`src/rtl/tile_acc_drain.sv`:
```
// Drain stage behind the systolic tile: captures per-column accumulations, rounds,
// shifts, applies optional ReLU, saturates, and queues results with credit-based intake.
module tile_acc_drain #(
  parameter int D_BW  = 8,
  parameter int AK_BW = 20,
  parameter int COLS  = 5,
  parameter int DEPTH = 4
) (
  input  logic                    clk,
  input  logic                    rst,
  input  logic                    i_acc_vld,
  input  logic [AK_BW*COLS-1:0]   i_acc_kernel,
  output logic                    o_acc_rdy,
  input  logic [4:0]              i_shift,
  input  logic                    i_relu_en,
  input  logic                    i_clr_flags,
  output logic [D_BW*COLS-1:0]    o_ofmap,
  output logic                    o_vld,
  input  logic                    i_rdy,
  output logic                    o_sat,
  output logic                    o_drop
);

  localparam int PW = $clog2(DEPTH);
  localparam int CW = PW + 1;
  localparam logic signed [AK_BW:0] MAXV = (AK_BW+1)'((2**(D_BW-1)) - 1);
  localparam logic signed [AK_BW:0] MINV = (AK_BW+1)'(-(2**(D_BW-1)));
  localparam logic [4:0] SH_MAX = 5'(AK_BW - 1);

  // Handshakes: a beat transfers on a cycle where valid && ready are both high at
  // the rising edge; valid never depends on ready, and ready never depends on valid.

  logic                  s1_v;
  logic [AK_BW*COLS-1:0] s1_acc;
  logic [4:0]            s1_sh;
  logic                  s1_relu;
  logic                  s2_v;
  logic [D_BW*COLS-1:0]  s2_q;

  logic [D_BW*COLS-1:0]  mem [DEPTH];
  logic [PW-1:0]         wr_ptr;
  logic [PW-1:0]         rd_ptr;
  logic [CW-1:0]         count;

  logic                  accept;
  logic                  push;
  logic                  pop;
  logic [CW:0]           inflight;
  logic [4:0]            sh_clamped;

  logic [D_BW*COLS-1:0]  q_data;
  logic                  q_sat;
  logic [AK_BW-1:0]      acc_lane;
  logic signed [AK_BW:0] ext;
  logic signed [AK_BW:0] rnd;
  logic signed [AK_BW:0] t;

  // Every beat already in S1/S2 has a reserved FIFO slot, so the FIFO cannot overflow.
  assign inflight   = {1'b0, count} + (CW+1)'(s1_v) + (CW+1)'(s2_v);
  assign o_acc_rdy  = !rst && (inflight < (CW+1)'(DEPTH));
  assign accept     = i_acc_vld && o_acc_rdy;
  assign sh_clamped = (i_shift > SH_MAX) ? SH_MAX : i_shift;

  assign o_vld   = (count != '0);
  assign o_ofmap = o_vld ? mem[rd_ptr] : '0;
  assign push    = s2_v;
  assign pop     = o_vld && i_rdy;

  always_comb begin
    q_data   = '0;
    q_sat    = 1'b0;
    acc_lane = '0;
    ext      = '0;
    rnd      = '0;
    t        = '0;
    for (int c = 0; c < COLS; c++) begin
      acc_lane = s1_acc[c*AK_BW +: AK_BW];
      ext      = $signed({acc_lane[AK_BW-1], acc_lane});
      rnd      = (s1_sh == 5'd0) ? '0 : $signed((AK_BW+1)'(1) << (s1_sh - 5'd1));
      // One guard bit keeps acc + half-LSB from wrapping before the arithmetic shift.
      t        = (ext + rnd) >>> s1_sh;
      if (s1_relu && (t < 0)) t = '0;
      if (t > MAXV) begin
        t     = MAXV;
        q_sat = 1'b1;
      end else if (t < MINV) begin
        t     = MINV;
        q_sat = 1'b1;
      end
      q_data[c*D_BW +: D_BW] = t[D_BW-1:0];
    end
  end

  always_ff @(posedge clk) begin
    if (rst) begin
      s1_v    <= 1'b0;
      s1_acc  <= '0;
      s1_sh   <= '0;
      s1_relu <= 1'b0;
      s2_v    <= 1'b0;
      s2_q    <= '0;
    end else begin
      s1_v <= accept;
      if (accept) begin
        s1_acc  <= i_acc_kernel;
        s1_sh   <= sh_clamped;
        s1_relu <= i_relu_en;
      end
      s2_v <= s1_v;
      if (s1_v) s2_q <= q_data;
    end
  end

  always_ff @(posedge clk) begin
    if (!rst && push) mem[wr_ptr] <= s2_q;
  end

  always_ff @(posedge clk) begin
    if (rst) begin
      wr_ptr <= '0;
      rd_ptr <= '0;
      count  <= '0;
    end else begin
      if (push) wr_ptr <= wr_ptr + PW'(1);
      if (pop)  rd_ptr <= rd_ptr + PW'(1);
      case ({push, pop})
        2'b10:   count <= count + CW'(1);
        2'b01:   count <= count - CW'(1);
        default: count <= count;
      endcase
    end
  end

  // Flags are sticky; a new event in the clearing cycle keeps the flag set.
  always_ff @(posedge clk) begin
    if (rst) begin
      o_sat  <= 1'b0;
      o_drop <= 1'b0;
    end else begin
      if (s1_v && q_sat)          o_sat <= 1'b1;
      else if (i_clr_flags)       o_sat <= 1'b0;
      if (i_acc_vld && !o_acc_rdy) o_drop <= 1'b1;
      else if (i_clr_flags)        o_drop <= 1'b0;
    end
  end

endmodule

```
`config.mk`:
```
export PLATFORM = sky130hd
export DESIGN_NAME = tile_acc_drain
export DESIGN_NICKNAME = d
export VERILOG_FILES = /design/src/rtl/tile_acc_drain.sv
export SDC_FILE = /design/constraint.sdc
export NUM_CORES = 1
export LEC_CHECK = 0
export ABC_AREA = 1
export CORE_MARGIN = 1
export CORE_UTILIZATION = 28
export DETAILED_ROUTE_END_ITERATION = 12
export GPL_TIMING_DRIVEN = 1
export PLACE_DENSITY = 0.55
export SLEW_MARGIN = 25
export SYNTH_ARGS = -nofsm -noshare
export SYNTH_HDL_FRONTEND = slang
export SYNTH_SLANG_ARGS = --single-unit
```
`constraint.sdc`:
```
create_clock -name clk -period 10.4 [get_ports clk]
set_input_delay 1.56 -clock clk [delete_from_list [all_inputs] [get_ports clk]]
set_output_delay 1.56 -clock clk [all_outputs]
set_load 0.1 [all_outputs]
```
==> results of run 1 <==
-- kinds of logic after synthesis --
kind of cell               synth area share, %
xor gates and xnor gates                 0.927
DFF                                       31.3
buffers and inverters                     8.26
and+or+nand+nor                           41.7
muxes                                    0.196
AOI/OAI and AO/OA                         13.9
adders and majority gates                 3.74
-- routing by layer --
layer / wire length (um) / part of all wire [%] / vias up / global-route usage (%)
met1: 46900 / 49 / 12100 / 29.7
met3: 5900 / 6.1 / 115 / 2.68
met4: 3100 / 3.2 / 0 / 6.81
met2: 40600 / 42 / 874 / 30.5
li1: - / - / 13300 / -
met5: 0 / 0 / - / 0
-- worst max path at each step --
| stage | from | endpoint | slack (ns) |
|---|---|---|---|
| after floorplan | rst | mem[0][0] | 6.02 |
| after global placement | s1_sh[1] | o_sat | 4.25 |
| after detailed placement | s1_sh[1] | o_sat | 4.19 |
| after CTS | s1_sh[1] | o_sat | 4.12 |
| after global routing | s1_sh[1] | o_sat | 3.58 |
| final | s1_sh[1] | o_sat | 4.07 |
-- synth_stat cells (14+ instances only) --
cell type / n / area (um2)
a21oi_1: 241 / 1210
a31oi_1: 27 / 169
buf_1: 40 / 150
clkbuf_1: 106 / 398
dfxtp_1: 159 / 3180
edfxtp_1: 160 / 4800
ha_1: 73 / 913
inv_1: 317 / 1190
inv_2: 33 / 124
nand2_1: 960 / 3600
nand2_2: 60 / 375
nand2_4: 22 / 248
nand3_1: 677 / 3390
nand3_2: 23 / 230
nand3b_1: 22 / 165
nand4_1: 58 / 363
nor2_1: 387 / 1450
nor2_2: 23 / 144
nor2_4: 22 / 248
nor3_1: 27 / 135
o21ai_0: 286 / 1430
o21bai_1: 14 / 105
xor2_1: 25 / 219
-- where the power goes --
part,total (mW),switching (mW),internal (mW)
registers,1.44,0.0605,1.38
clock network,1.38,0.575,0.801
logic,1.55,1.13,0.422
-- worst register-to-register path: cells and delay by family (launching register included) --
kind | cells | cell delay [ns]
adders and majority gates | 2 | 0.73
buffers and inverters | 8 | 1.51
DFF | 1 | 0.78
and+or+nand+nor | 27 | 2.78
AOI/OAI and AO/OA | 1 | 0.43
-- layout make-up --
cell class                 count  area [um2]  share of cell area (%)
multi-input combinational   3052       15500                    52.6
sequential                   319        8000                    27.2
timing repair buffer         189        1800                    6.14
clock buffer                  54        1070                    3.65
inverter                     362        1380                    4.70
clock inverter                17         195                   0.664
tap                         1176        1470                    5.00
-- flip-flops by register name, indices dropped and copies added (netlist names), named ones only --
name,flops
s1_relu,1
rd_ptr,2
s1_sh,5
o_sat,1
count,3
s2_q,40
s1_acc,100
o_drop,1
push,1
mem,160
s1_v,1
wr_ptr,2
-- metrics by stage --
| stage | cells | cell area [um2] | util, % | hold slack, ns | power (mW) |
|---|---|---|---|---|---|
| global route | 5169 | 29400 | 32.6 | 0.483 | 4.61 |
| detailed placement | 5098 | 28100 | 31.2 | 0.464 | 3.01 |
| finish | 5169 | 29400 | 32.6 | 0.473 | 4.37 |
| global placement | 5098 | 28100 | 31.2 | 0.457 | 3.01 |
| CTS | 5169 | 29400 | 32.6 | 0.462 | 4.41 |
| floorplan | 3902 | 25500 | - | 0.436 | 2.55 |
==> flow_summary.yaml, run 1 <==
worst_setup_path:
  crit_fanout: 61
  critPathMaxStageDelay_ns: 0.78
  cp-end-kind: "flop"
  path_buf_inv: 8
  cp_top_family: "simple AND/OR/NAND/NOR gates"
  cp.arrival_ns: 6.78
  required_ns: 10.84
  crit_slowest_cell: "dfxtp_4"
  regToRegStartpoint: "s1_sh[1]"
  worst-path-stages: 38
  reg2reg_slack_ns: 4.07
  worst-setup-path-type: "reg2reg"
  r2r_cells: 38
  r2r_end: "o_sat"
  critPathLaunchType: "flop"
  path_common_cell: "nand2_1"
min_path:
  hold_depth: 2
  hold_path.class: "reg2reg"
  hold_path_startpoint: "s1_acc[92]"
  min_to: "s1_acc[92]"
placed_design:
  io_buffers: 154
  gp_congestion: 0.947
  dp_slack_ns: 4.19
  post-dp-hpwl_um: 73200
cts:
  cts_tree: "done"
  numCtsBuffers: 39
  cts_htree_levels: 2
  cts_resized: 0
  insertion_delay_ns: 0.60
  cts-root-buf: "clkbuf_16"
  cts_sinks: 319
  post-cts-setup-buffers: 0
  clock_path_buffers: 3
  cts_hold_buf: 0
  clk_pin_slew_ns: 0.06
floorplan:
  num_rows: 110
  start_util_pct: 28.3
  coreArea_mm2: 0.0901
  pin_count: 155
  die_x_um: 304
  design.die.area_mm2: 0.0923
  dieHeight_um: 304
timing:
  fin_ws_ns: 4.07
  setup_viol: 0
  grt_setup_unrepaired: "false"
  clock.fmax_mhz: 158
  relSlewSlack_pct: 29.7
  worst-slew-pin-transition_ns: 1.05
  min_period_over_period_pct: 60.9
  final_hold_viol_count: 0
  setup_tns_ns: 0
  timing.final.crit_period_ns: 6.33
  finalMaxSlewViolations: 0
  fin_skew_ns: 0.0549
power:
  ir_drop_mv: 0.102
  power.density_mw_per_mm2: 149
  p_leak_nw: 12.7
grt:
  overflow: 0
  grt_usage_pct: 20.3
  grt_pass1_wl_um: 147000
  grt_max_degree: 84
  grt_pass1_vias: 24100
  antenna_found_initial: 0
logic_synthesis:
  synth-edff-count: 160
  synth_area_mm2: 0.0255
  async_flop_share_pct: 0
  ys_seq_elements: 319
  synth_nets: 4088
  synth_cells: 3902
  synth_cell_types: 66
  synth_warnings: 0
  avgSynthCellArea_um2: 6.54
  synth_top_flop_cell: "edfxtp_1"
  ys_seq_area_share_pct: 31.3
run_status:
  outcome: "complete, no violations"
routing:
  route.detailed.drc: 0
  antenna_left: 0
  drt-initial-drc-count: 2538
  vias: 26400
  post_drt_via_cell_ratio: 5.11
  wl_um: 96400
  routedWlPerCell_um: 18.7
  drtPass1Iterations: 7
layout:
  final_common_cell: "nand2_1"
  finalNetCount: 4149
  final_cell_mix: "nand2_1, nand3_1, nor2_1, inv_1, o21ai_0"
  drive_gt1_share_pct: 8.74
  antenna_cells: 0
  syn_to_final_growth_pct: 15.3
  fillers: 9854
job:
  drv_cap: 0
(Power assumes the default switching activity.)
==> run 2, diff against run 1 <==
PLACE_DENSITY = 0.56   (was 0.55)
clock period = 5.7 ns   (was 10.4 ns; I/O delays follow)
==> flow_summary.yaml, run 2 (synthesized netlist as in run 1, its figures left out) <==
layout:
  finalNetCount: 4166
  largest_register_ffs: 160
  antenna_cells: 0
  final_common_cell: "nand2_1"
  syn_to_final_growth_pct: 15.7
  final_cell_mix: "nand2_1, nand3_1, nor2_1, inv_1, o21ai_0"
  fillers: 9740
  regMostFlops: "mem"
  finalNonFillerCells: 5186
  drive_gt1_share_pct: 10.2
  final_util_pct: 32.7
  top_regs: "mem (160), s1_acc (100), s2_q (40)"
routing:
  vias: 26500
  drtPass1Iterations: 8
  drt-initial-drc-count: 2337
  route.detailed.drc: 0
  post_drt_via_cell_ratio: 5.11
  wl_um: 97200
  routedWlPerCell_um: 18.7
  antenna_left: 0
worst_setup_path:
  r2r_cells: 34
  worst-setup-path-type: "reg2reg"
  cp.arrival_ns: 5.56
  critPathLaunchType: "flop"
  crit_slowest_cell: "buf_4"
  path_common_cell: "nand2_1"
  critPathMaxStageDelay_ns: 0.59
  cp-end-kind: "flop"
  required_ns: 6.17
  reg2reg_slack_ns: 0.61
  crit_fanout: 53
timing:
  worst-slew-pin-transition_ns: 0.977
  relSlewSlack_pct: 34.8
  clock.fmax_mhz: 196
  fin_skew_ns: 0.0433
  setup_tns_ns: 0
  setup_viol: 0
  timing.final.crit_period_ns: 5.09
  hold_ws_ns: 0.469
  min_period_over_period_pct: 89.3
  final_hold_viol_count: 0
  finalMaxSlewViolations: 0
  grt_setup_unrepaired: "false"
power:
  finalPower_mw: 8.05
  switching_share_pct: 40.2
  combPwrFrac_pct: 35.0
  ir_drop_mv: 0.174
  p_leak_nw: 12.9
  p_sw_mw: 3.23
  p_int_mw: 4.81
  power.density_mw_per_mm2: 273
  clockPowerShare_pct: 32.2
  pwr-share-seq_pct: 32.8
grt:
  grt_pass1_vias: 24500
  overflow: 0
  antenna_found_initial: 1
  grt_pass1_wl_um: 148000
  grt_max_degree: 120
  grt_usage_pct: 20.6
cts:
  cts-root-buf: "clkbuf_16"
  clock_path_buffers: 3
  cts_tree: "done"
  clk_pin_slew_ns: 0.06
  post-cts-setup-buffers: 0
  cts_htree_levels: 2
  insertion_delay_ns: 0.60
  numCtsBuffers: 39
  cts_hold_buf: 0
  cts_resized: 0
  cts_sinks: 319
placed_design:
  gp_congestion: 0.987
  post-dp-hpwl_um: 75200
  place_inst: 5115
  io_buffers: 154
floorplan:
  design.die.area_mm2: 0.0923
  die_x_um: 304
  pin_count: 155
  start_util_pct: 28.3
  coreArea_mm2: 0.0901
  num_rows: 110
  dieHeight_um: 304
job:
  drv_cap: 0
run_status:
  outcome: "complete, no violations"
min_path:
  hold_path.class: "reg2reg"
  hold_depth: 2
-- run 2: cell types whose count changed in the layout (fill, tap and decap cells not counted), sizes merged --
cell / previous run / this run
clkbuf: 54 / 52
inv: 357 / 358
buf: 35 / 93
clkinv: 18 / 16
clkdlybuf4s50: 154 / 113
clkinvlp: 1 / 3
bufinv: 3 / 4
-- run 2: final cells by class --
cell class	count	area [um2]	area share, %
Clock inverter	19	264	0.894
Tap cell	1176	1470	4.98
Sequential cell	319	8000	27.1
Multi-Input combinational cell	3052	15500	52.4
Inverter	362	1380	4.68
Timing Repair Buffer	206	1850	6.28
Clock buffer	52	1080	3.65
-- run 2: worst paths after layout --
check | from | endpoint
setup / recovery | s1_sh[1] | o_sat
hold / removal | rd_ptr[1] | rd_ptr[1]
setup reg to reg | s1_sh[1] | o_sat
hold reg to reg | rd_ptr[1] | rd_ptr[1]
-- run 2: power by group through the flow --
| stage | registers [mW] | logic, mW | clock network [mW] |
|---|---|---|---|
| after global placement | 2.69 | 2.80 | 0 |
| after detailed placement | 2.69 | 2.79 | 0 |
| final | 2.64 | 2.81 | 2.59 |
| after CTS | 2.64 | 2.80 | 2.66 |
| after global routing | 2.66 | 3.07 | 2.74 |
| after floorplan | 2.62 | 2.03 | 0 |
-- run 2: through the flow --
| stage | area [um2] | worst slack [ns] |
|---|---|---|
| finish | 29500 | 0.607 |
| global route | 29500 | 0.216 |
| CTS | 29500 | 0.748 |
| detailed placement | 28200 | 0.779 |
| global placement | 28200 | 0.712 |
| floorplan | 25500 | 1.37 |
-- run 2: worst max-delay path: cells and delay by family, from the launching register on --
family / cells / cell delay [ns]
flops: 1 / 0.54
simple gates: 30 / 3.34
buf+inv: 4 / 1.07
-- run 2: metal layers --
metal / wire [um] / share of wire, % / global-route usage (%)
met1: 46800 / 48 / 29.9
met5: 11 / 0.011 / 0
met3: 6170 / 6.3 / 3.09
met4: 3940 / 4.1 / 8.13
met2: 40300 / 41 / 30.4
==> run 3, diff against run 2 <==
ABC_CLOCK_PERIOD_IN_PS = 5700   (was not set)
CORE_ASPECT_RATIO = 2   (was not set)
RECOVER_POWER = 100   (was not set)
==> flow_summary.yaml, run 3 (synthesized netlist as in run 1, its figures left out) <==
grt:
  antenna_found_initial: 0
  grt_max_degree: 147
  grt_usage_pct: 20.4
  overflow: 0
  grt_pass1_wl_um: 148000
  grt_pass1_vias: 25200
routing:
  drt-initial-drc-count: 1720
  antenna_left: 0
  routedWlPerCell_um: 18.5
  vias: 26100
  route.detailed.drc: 0
  wl_um: 96000
  drtPass1Iterations: 7
  post_drt_via_cell_ratio: 5.02
layout:
  regMostFlops: "mem"
  syn_to_final_growth_pct: 13.7
  finalNetCount: 4169
  largest_register_ffs: 160
  final_common_cell: "nand2_1"
  antenna_cells: 0
  drive_gt1_share_pct: 8.51
  final_cell_mix: "nand2_1, nand3_1, nor2_1, inv_1, o21ai_0"
  top_regs: "mem (160), s1_acc (100), s2_q (40)"
cts:
  cts_tree: "done"
  clock_path_buffers: 3
  clk_pin_slew_ns: 0.08
  numCtsBuffers: 30
  cts-root-buf: "clkbuf_16"
  cts_htree_levels: 1
  cts_resized: 0
  cts_hold_buf: 0
  post-cts-setup-buffers: 0
  insertion_delay_ns: 0.62
  cts_sinks: 319
placed_design:
  post-dp-hpwl_um: 77300
  gp_congestion: 1.02
  io_buffers: 154
timing:
  setup_tns_ns: 0
  min_period_over_period_pct: 93.9
  finalMaxSlewViolations: 299
  grt_setup_unrepaired: "false"
  timing.final.crit_period_ns: 5.35
  fin_skew_ns: 0.0343
  clock.fmax_mhz: 187
  relSlewSlack_pct: -81.8
  final_hold_viol_count: 0
  setup_viol: 0
  worst-slew-pin-transition_ns: 2.73
worst_setup_path:
  crit_fanout: 29
  cp-end-kind: "flop"
  crit_slowest_cell: "dfxtp_1"
  path_buf_inv: 4
  critPathMaxStageDelay_ns: 0.88
  cp_top_family: "simple AND/OR/NAND/NOR gates"
  cp-startpoint: "s1_sh[3]"
  worst-setup-path-type: "reg2reg"
  critPathLaunchType: "flop"
  required_ns: 6.21
  cp.arrival_ns: 5.86
  regToRegStartpoint: "s1_sh[3]"
  path_common_cell: "nand2_1"
power:
  p_leak_nw: 12.6
  ir_drop_mv: 0.199
  finalPower_mw: 7.40
  power.density_mw_per_mm2: 255
floorplan:
  coreArea_mm2: 0.0904
  num_rows: 156
  die_x_um: 215
  start_util_pct: 28.2
  dieHeight_um: 429
  pin_count: 155
  design.die.area_mm2: 0.0924
job:
  drv_cap: 7
run_status:
  outcome: "complete, but fails checks"
  violations: "capacitance limit, slew limit"
min_path:
  hold_path_startpoint: "rd_ptr[1]"
  hold_path.class: "reg2reg"
[run 3: layer usage]
metal	vias up	global-route usage [%]	part of all wire, %
met1	11900	23.5	41
met5	-	0	0
met3	198	1.43	3.2
li1	13300	-	-
met4	0	13.4	7.3
met2	700	36.0	49
[run 3: power breakdown]
| group | total, mW | switching [mW] | leakage, nW | internal [mW] |
|---|---|---|---|---|
| sequential | 2.62 | 0.0986 | 2.79 | 2.52 |
| combinational | 2.75 | 2.03 | 9.32 | 0.712 |
| clock | 2.03 | 0.954 | 0.476 | 1.08 |
| total | 7.40 | 3.09 | 12.6 | 4.31 |
[run 3: layout make-up]
type,instances,area (um2)
Clock buffer,44,876
Clock inverter,12,101
Fill cell,9978,61400
Inverter,362,1380
Multi-Input combinational cell,3052,15400
Sequential cell,319,8000
Tap cell,1185,1480
Timing Repair Buffer,218,1740
[run 3: path summary, 6_finish.rpt]
kind / end / slack, ns / cells past startpoint
setup / recovery: o_sat / 0.35 / 30
hold / removal: rd_ptr[1] / 0.47 / 2
setup reg to reg: o_sat / 0.35 / 30
hold reg to reg: rd_ptr[1] / 0.47 / 2
[run 3: per-stage QoR]
stage | instance area, um2 | setup slack, ns | instances | utilization (%) | hold WS (ns)
finish | 29000 | 0.349 | 5192 | 32.1 | 0.468
global route | 29000 | 0.0266 | 5192 | 32.1 | 0.501
CTS | 29300 | 0.370 | 5192 | 32.4 | 0.469
detailed placement | 28300 | 0.392 | 5136 | 31.3 | 0.458
global placement | 28300 | 0.358 | 5136 | 31.3 | 0.450
floorplan | 25500 | 1.37 | 3902 | - | 0.436
[run 3: worst reg2reg max path: cells and delay by family, from the launching register on]
| kind | cells | cell delay (ns) |
|---|---|---|
| compound gates | 3 | 0.59 |
| flops | 1 | 0.88 |
| simple gates | 22 | 2.63 |
| buf+inv | 4 | 0.68 |
| fa+ha+maj | 1 | 0.49 |
